===== src/rtl/alu_pkg.sv =====
// ---------------------------------------------------------------------------
// alu_pkg
// Shared definitions for the handshaked ALU responder:
//   - ALU_W     : default operand width (results are 2*ALU_W wide)
//   - OP_*      : 3-bit opcode encoding
//   - state_t   : control FSM state encoding (IDLE, MUL, RESP)
// ---------------------------------------------------------------------------
package alu_pkg;

  localparam int ALU_W = 4;

  localparam logic [2:0] OP_ADD = 3'd0;
  localparam logic [2:0] OP_SUB = 3'd1;
  localparam logic [2:0] OP_MUL = 3'd2;
  localparam logic [2:0] OP_AND = 3'd3;
  localparam logic [2:0] OP_OR  = 3'd4;
  localparam logic [2:0] OP_XOR = 3'd5;
  localparam logic [2:0] OP_SHL = 3'd6;
  localparam logic [2:0] OP_LTU = 3'd7;

  typedef enum logic [1:0] {
    IDLE = 2'd0,
    MUL  = 2'd1,
    RESP = 2'd2
  } state_t;

endpackage


===== src/rtl/alu_mul_iter.sv =====
// ---------------------------------------------------------------------------
// alu_mul_iter
// Iterative unsigned shift-add multiplier, one partial-product step per cycle.
// Ports:
//   clk, rst      : clock, synchronous active-high reset
//   start         : load a/b and begin (pulse, one cycle)
//   a, b          : W-bit unsigned operands
//   done          : high during the final step cycle
//   product       : 2W-bit result, valid while done is high
// A start loads operands; the next ITER cycles each perform one step. done is
// asserted combinationally in the last step so the caller can register the
// final product on the same edge that retires the step.
// ---------------------------------------------------------------------------
module alu_mul_iter #(
  parameter int W    = 4,
  parameter int ITER = W
) (
  input  logic           clk,
  input  logic           rst,
  input  logic           start,
  input  logic [W-1:0]   a,
  input  logic [W-1:0]   b,
  output logic           done,
  output logic [2*W-1:0] product
);

  localparam int CW = (ITER > 1) ? $clog2(ITER) : 1;

  logic [2*W-1:0] acc_reg;
  logic [2*W-1:0] mcand_reg;
  logic [W-1:0]   mplier_reg;
  logic [CW-1:0]  cnt_reg;
  logic           busy_reg;
  logic [2*W-1:0] acc_next;

  // Add the shifted multiplicand when the current multiplier LSB is set.
  assign acc_next = acc_reg + (mplier_reg[0] ? mcand_reg : '0);
  assign done     = busy_reg && (cnt_reg == CW'(ITER - 1));
  assign product  = acc_next;

  always_ff @(posedge clk) begin
    if (rst) begin
      acc_reg    <= '0;
      mcand_reg  <= '0;
      mplier_reg <= '0;
      cnt_reg    <= '0;
      busy_reg   <= 1'b0;
    end else if (start) begin
      acc_reg    <= '0;
      mcand_reg  <= {{W{1'b0}}, a};
      mplier_reg <= b;
      cnt_reg    <= '0;
      busy_reg   <= 1'b1;
    end else if (busy_reg) begin
      acc_reg    <= acc_next;
      mcand_reg  <= mcand_reg << 1;
      mplier_reg <= mplier_reg >> 1;
      cnt_reg    <= cnt_reg + CW'(1);
      if (done) begin
        busy_reg <= 1'b0;
      end
    end
  end

endmodule


===== src/rtl/alu_handshake_unit.sv =====
// ---------------------------------------------------------------------------
// alu_handshake_unit
// Synchronous ALU responder: accepts one {a, b, sel} request over a
// valid/ready handshake and returns the 2W-bit result over a second
// valid/ready handshake. MUL is iterative (W extra cycles); all other ops
// respond the cycle after acceptance.
// Ports:
//   clk, rst                   : clock, synchronous active-high reset
//   req_valid/req_ready        : request handshake
//   req_a, req_b, req_sel      : operands and opcode
//   resp_valid/resp_ready      : response handshake
//   resp_out, resp_sel         : result and echoed opcode
//   resp_zero, resp_carry      : result flags (only with ALU_FLAGS_EN defined)
// Optional feature macro: ALU_FLAGS_EN
// ---------------------------------------------------------------------------
module alu_handshake_unit
  import alu_pkg::*;
#(
  parameter int W = ALU_W
) (
  input  logic           clk,
  input  logic           rst,
  input  logic           req_valid,
  output logic           req_ready,
  input  logic [W-1:0]   req_a,
  input  logic [W-1:0]   req_b,
  input  logic [2:0]     req_sel,
  output logic           resp_valid,
  input  logic           resp_ready,
  output logic [2*W-1:0] resp_out,
  output logic [2:0]     resp_sel
`ifdef ALU_FLAGS_EN
  ,
  output logic           resp_zero,
  output logic           resp_carry
`endif
);

  localparam int MUL_ITER = W;

  state_t         state_reg;
  state_t         state_next;
  logic           accept;
  logic           mul_start;
  logic           mul_done;
  logic [2*W-1:0] mul_product;
  logic [2*W-1:0] a_ext;
  logic [2*W-1:0] b_ext;
  logic [2*W-1:0] sum;
  logic [2*W-1:0] alu_result;
  logic [2*W-1:0] resp_out_reg;
  logic [2:0]     resp_sel_reg;

  assign a_ext     = {{W{1'b0}}, req_a};
  assign b_ext     = {{W{1'b0}}, req_b};
  assign sum       = a_ext + b_ext;
  assign accept    = req_valid && req_ready;
  assign mul_start = accept && (req_sel == OP_MUL);

  alu_mul_iter #(
    .W    (W),
    .ITER (MUL_ITER)
  ) u_mul (
    .clk     (clk),
    .rst     (rst),
    .start   (mul_start),
    .a       (req_a),
    .b       (req_b),
    .done    (mul_done),
    .product (mul_product)
  );

  // Single-cycle opcodes; MUL is produced by the iterative multiplier.
  always_comb begin
    alu_result = '0;
    case (req_sel)
      OP_ADD:  alu_result = sum;
      OP_SUB:  alu_result = a_ext - b_ext;
      OP_AND:  alu_result = a_ext & b_ext;
      OP_OR:   alu_result = a_ext | b_ext;
      OP_XOR:  alu_result = a_ext ^ b_ext;
      OP_SHL:  alu_result = a_ext << req_b[2:0];
      OP_LTU:  alu_result = {{(2*W-1){1'b0}}, (req_a < req_b)};
      default: alu_result = '0;
    endcase
  end

  // State register
  always_ff @(posedge clk) begin
    if (rst) begin
      state_reg <= IDLE;
    end else begin
      state_reg <= state_next;
    end
  end

  // Next-state logic
  always_comb begin
    state_next = state_reg;
    case (state_reg)
      IDLE:    if (accept) state_next = (req_sel == OP_MUL) ? MUL : RESP;
      MUL:     if (mul_done) state_next = RESP;
      RESP:    if (resp_ready) state_next = IDLE;
      default: state_next = IDLE;
    endcase
  end

  // Outputs. req_ready is gated by rst so nothing is accepted in a reset cycle.
  always_comb begin
    req_ready  = 1'b0;
    resp_valid = 1'b0;
    case (state_reg)
      IDLE:    req_ready  = !rst;
      RESP:    resp_valid = 1'b1;
      default: ;
    endcase
  end

  // Result registers only load on accept or MUL completion, so they hold
  // steady for the whole RESP state regardless of resp_ready.
  always_ff @(posedge clk) begin
    if (rst) begin
      resp_out_reg <= '0;
      resp_sel_reg <= '0;
    end else if (accept) begin
      resp_sel_reg <= req_sel;
      if (req_sel != OP_MUL) begin
        resp_out_reg <= alu_result;
      end
    end else if ((state_reg == MUL) && mul_done) begin
      resp_out_reg <= mul_product;
    end
  end

  assign resp_out = resp_out_reg;
  assign resp_sel = resp_sel_reg;

`ifdef ALU_FLAGS_EN
  logic zero_reg;
  logic carry_reg;
  logic carry_calc;

  // Carry out of the W-bit add, or borrow for subtract.
  assign carry_calc = (req_sel == OP_ADD) ? sum[W] :
                      (req_sel == OP_SUB) ? (req_a < req_b) : 1'b0;

  always_ff @(posedge clk) begin
    if (rst) begin
      zero_reg  <= 1'b0;
      carry_reg <= 1'b0;
    end else if (accept && (req_sel != OP_MUL)) begin
      zero_reg  <= (alu_result == '0);
      carry_reg <= carry_calc;
    end else if ((state_reg == MUL) && mul_done) begin
      zero_reg  <= (mul_product == '0);
      carry_reg <= 1'b0;
    end
  end

  assign resp_zero  = zero_reg;
  assign resp_carry = carry_reg;
`endif

endmodule


===== config.mk =====
export PLATFORM = sky130hd
export DESIGN_NAME = alu_handshake_unit
export DESIGN_NICKNAME = d
export VERILOG_FILES = /design/src/rtl/alu_pkg.sv /design/src/rtl/alu_mul_iter.sv /design/src/rtl/alu_handshake_unit.sv
export SDC_FILE = /design/constraint.sdc
export NUM_CORES = 1
export LEC_CHECK = 0
export ABC_AREA = 1
export CAP_MARGIN = 30
export CORE_MARGIN = 2
export CORE_UTILIZATION = 50
export CTS_CLUSTER_DIAMETER = 30
export CTS_CLUSTER_SIZE = 12
export DETAILED_ROUTE_END_ITERATION = 10
export PLACE_DENSITY = 0.82
export RECOVER_POWER = 25
export SLEW_MARGIN = 0
export SYNTH_ARGS = -nofsm -noshare
export SYNTH_HDL_FRONTEND = slang
export SYNTH_SLANG_ARGS = --single-unit

===== constraint.sdc =====
create_clock -name clk -period 2.3 [get_ports clk]
set_clock_uncertainty 0.15 [all_clocks]
set_input_delay 0.46 -clock clk [delete_from_list [all_inputs] [get_ports clk]]
set_output_delay 0.46 -clock clk [all_outputs]
set_load 0.005 [all_outputs]

==> impl_metrics.csv <==
group,metric,value,unit
worst_setup_path,cp_data_required_time,1690,ps
yosys,synth_edf_count,0,
yosys,yosys-top-cells-count,"nand2_1 (123), inv_1 (60), nand3_1 (37)",
worst_setup_path,critPathArrivalTime,1550,ps
global_routing,grt.total_usage,24.2,%
layout,nFillCells,496,
detailed_routing,met3WireLength,350,um
run,cap_viol_max_count,0,
yosys,synth_top_area_share,27.7,%
floorplan,die_area,5800,um^2
power_and_ir_drop,leakage,1.70,nW
floorplan,fp.dieH,76.2,um
power_and_ir_drop,p_total,1.46,mW
placed_design,place_hpwl,5240,um
yosys,syn-num-nets,442,
floorplan,core_area,5070,um^2
global_routing,grt_remaining_overflow,0,
timing,slew_violations,0,
power_and_ir_drop,switching_share,27.8,%
global_routing,grt_max_degree,19,
floorplan,die_w,76.2,um
power_and_ir_drop,seq_power_share,44.9,%
worst_hold_path,worst_hold_path_type,"flop to flop",
yosys,synth_ff_type,"dfxtp_1",
detailed_routing,wl_met1,3200,um
timing,tightest_slew,440,ps
timing,fmax,462,MHz
yosys,synthCells,403,
power_and_ir_drop,p_clk_share,33.3,%
worst_setup_path,slowest_delay,500,ps
timing,maxSlewHeadroom,70.7,%
placed_design,numPortBuffers,27,
power_and_ir_drop,power_frac_comb,21.8,%
yosys,synth_top_cell_by_area,"dfxtp_1",
outcome,status,"finished clean",
worst_setup_path,cp_max_fo,2,
floorplan,start_util,51.3,%
timing,fin_crit,2160,ps
yosys,seq_area_frac_synth,27.7,%
worst_setup_path,cp_num_buf_inv,2,
worst_setup_path,cp_top_family,"buffers and inverters",
timing,min_period_over_period,94.1,%
global_routing,antenna_found_initial,0,
layout,final_layout_size_suffix_gt1_share,10.5,%
placed_design,dp_slack,-218,ps
detailed_routing,highest_layer,"met4",
global_routing,grt_pass1_wl,11500,um
clock_tree,clockBufferDepth,2,
yosys,ys_types,25,
power_and_ir_drop,power_density,449,nW/um^2
worst_setup_path,cp_slowest_cell,"clkdlybuf4s50_1",
timing,finalHoldViolCount,0,
worst_setup_path,cp_common_cell,"clkdlybuf4s50_1",
floorplan,io_pins,28,
detailed_routing,via_count,2747,
power_and_ir_drop,intPower,1.05,mW
clock_tree,clock_sinks,36,
clock_tree,clock-root-buffer,"clkbuf_8",
yosys,syn_area,2600,um^2
worst_setup_path,endpoint_kind,"primary output",
worst_setup_path,cp-start-kind,"input pin",
yosys,synth-seq-cells,36,
timing,setup_ws,136,ps
layout,layout.nets,494,
detailed_routing,ant_nets,0,
yosys,syn_avg_cell_area,6.46,um^2
yosys,ys_async_sr_fraction,0,%
timing,rsz0062_at_grt,"no",
detailed_routing,dr.pass1.iters,5,
detailed_routing,wl_per_cell,12.7,um
clock_tree,cts_tree,"yes",
power_and_ir_drop,p_sw,404,uW
clock_tree,numCtsBuffers,5,
worst_setup_path,path_class,"input pin to primary output",
clock_tree,clk_pin_slew,70,ps
yosys,synthTopCellsByArea,"dfxtp_1 (28%), nand2_1 (18%), ha_1 (10%)",
yosys,yosysWarnings,0,
clock_tree,cts_setup_buffers,0,
clock_tree,cts.repair.resized,0,
clock_tree,ctsHoldBuffers,0,
detailed_routing,wirelength,6660,um
floorplan,num_rows,26,
global_routing,grt_pass1_vias,2525,
placed_design,gp_congestion,0.886,
power_and_ir_drop,vdd_drop_max,0.344,mV
detailed_routing,drc,0,
worst_setup_path,path_cells,"clkdlybuf4s50_1, nor2_4, clkdlybuf4s50_1",
clock_tree,insertion_delay,290,ps
detailed_routing,drt_iter0_drc,234,
layout,final_cells,525,
clock_tree,cts_max_level,2,
layout,syn_to_final_growth,24.7,%
detailed_routing,wl_met2,2990,um
detailed_routing,via_per_inst,5.23,
timing,setup_violations,0,
yosys,post-synth-top-count-cell,"nand2_1",
layout,diodes,0,
placed_design,dp_cells,518,
==> power groups by stage <==
| stage | clock [mW] | sequential [mW] | combinational (mW) |
|---|---|---|---|
| 2_1_floorplan | 0 | 0.667 | 0.165 |
| 3_3_place_gp | 0 | 0.668 | 0.312 |
| 3_5_place_dp | 0 | 0.668 | 0.316 |
| 4_1_cts | 0.491 | 0.654 | 0.318 |
| 5_1_grt | 0.517 | 0.656 | 0.351 |
| 6_report | 0.484 | 0.654 | 0.318 |
==> per-stage QoR <==
stage          utilization [%]  hold slack [ps]  instance area, um^2  TNS (ps)
3_3_place_gp              61.9              301                 3140      -958
6_report                  64.0              313                 3250         0
2_1_floorplan                -              290                 2600         0
3_5_place_dp              61.9              308                 3140     -1230
5_1_grt                   64.0              342                 3250         0
4_1_cts                   63.8              319                 3240         0
==> cell usage in the layout (no fill, tap or decap) <==
master / Yosys / routed
a21oi_1: 31 / 31
a31oi_1: 1 / 1
buf_12: 0 / 1
buf_4: 0 / 27
clkbuf_8: 0 / 7
clkdlybuf4s50_1: 0 / 14
dfxtp_1: 36 / 36
dlygate4sd3_1: 0 / 11
dlymetal6s2s_1: 0 / 2
fa_1: 3 / 2
fa_2: 0 / 1
ha_1: 21 / 21
inv_1: 60 / 60
inv_4: 2 / 2
nand2_1: 123 / 123
nand2_2: 2 / 2
nand3_1: 37 / 37
nand3b_1: 2 / 2
nand4_1: 7 / 7
nor2_1: 26 / 26
nor2_2: 3 / 3
nor2_4: 3 / 3
nor3_1: 2 / 2
nor3_4: 2 / 2
nor3b_1: 1 / 1
o211ai_1: 7 / 7
o21a_1: 2 / 2
o21ai_0: 16 / 16
xnor2_1: 2 / 2
xor2_1: 4 / 4
==> worst register-to-register path, stage by stage (launching register included) <==
cell and delay (ps):
dfxtp_1 420, nand2_1 110, inv_1 40, ha_1 200
fa_1 450, nand3_1 100, nand3_1 80, xor2_1 170
nand2_1 70, nand2_1 50, a21oi_1 120, nor2_1 50
==> per-layer routing <==
layer	track usage [%]	vias up
met5	0	-
met4	7.45	0
met3	4.27	16
met2	38.2	99
met1	33.8	1248
li1	-	1384
==> cells by family (layout without fill, tap and decap cells) <==
family,Yosys count,after routing,share of synthesized area [%]
xor+xnor,6,6,2.02
fa+ha+maj,24,24,12.4
simple gates,208,208,35.3
buf+inv,72,124,10.8
flops,36,36,27.7
compound gates,57,57,11.9
==> final cells by class <==
class                           count  area, um^2  share of cell area [%]
Sequential cell                    36         721                    22.2
Timing Repair Buffer               55         498                    15.3
Multi-Input combinational cell    295        1610                    49.5
Inverter                           62         238                    7.32
Clock buffer                        7        96.3                    2.97
Tap cell                           70        87.6                    2.70
==> final timing paths <==
| kind | start | endpoint | slack [ps] | depth (start not counted) |
|---|---|---|---|---|
| min | u_mul.mplier_reg[3] | u_mul.mplier_reg[3] | 310 | 2 |
| max reg2reg | u_mul.mplier_reg[0] | resp_out[4] | 200 | 11 |
| min reg2reg | u_mul.mplier_reg[3] | u_mul.mplier_reg[3] | 310 | 2 |
| max | rst | req_ready | 140 | 3 |
No activity file was read; power rests on OpenSTA's default activity.
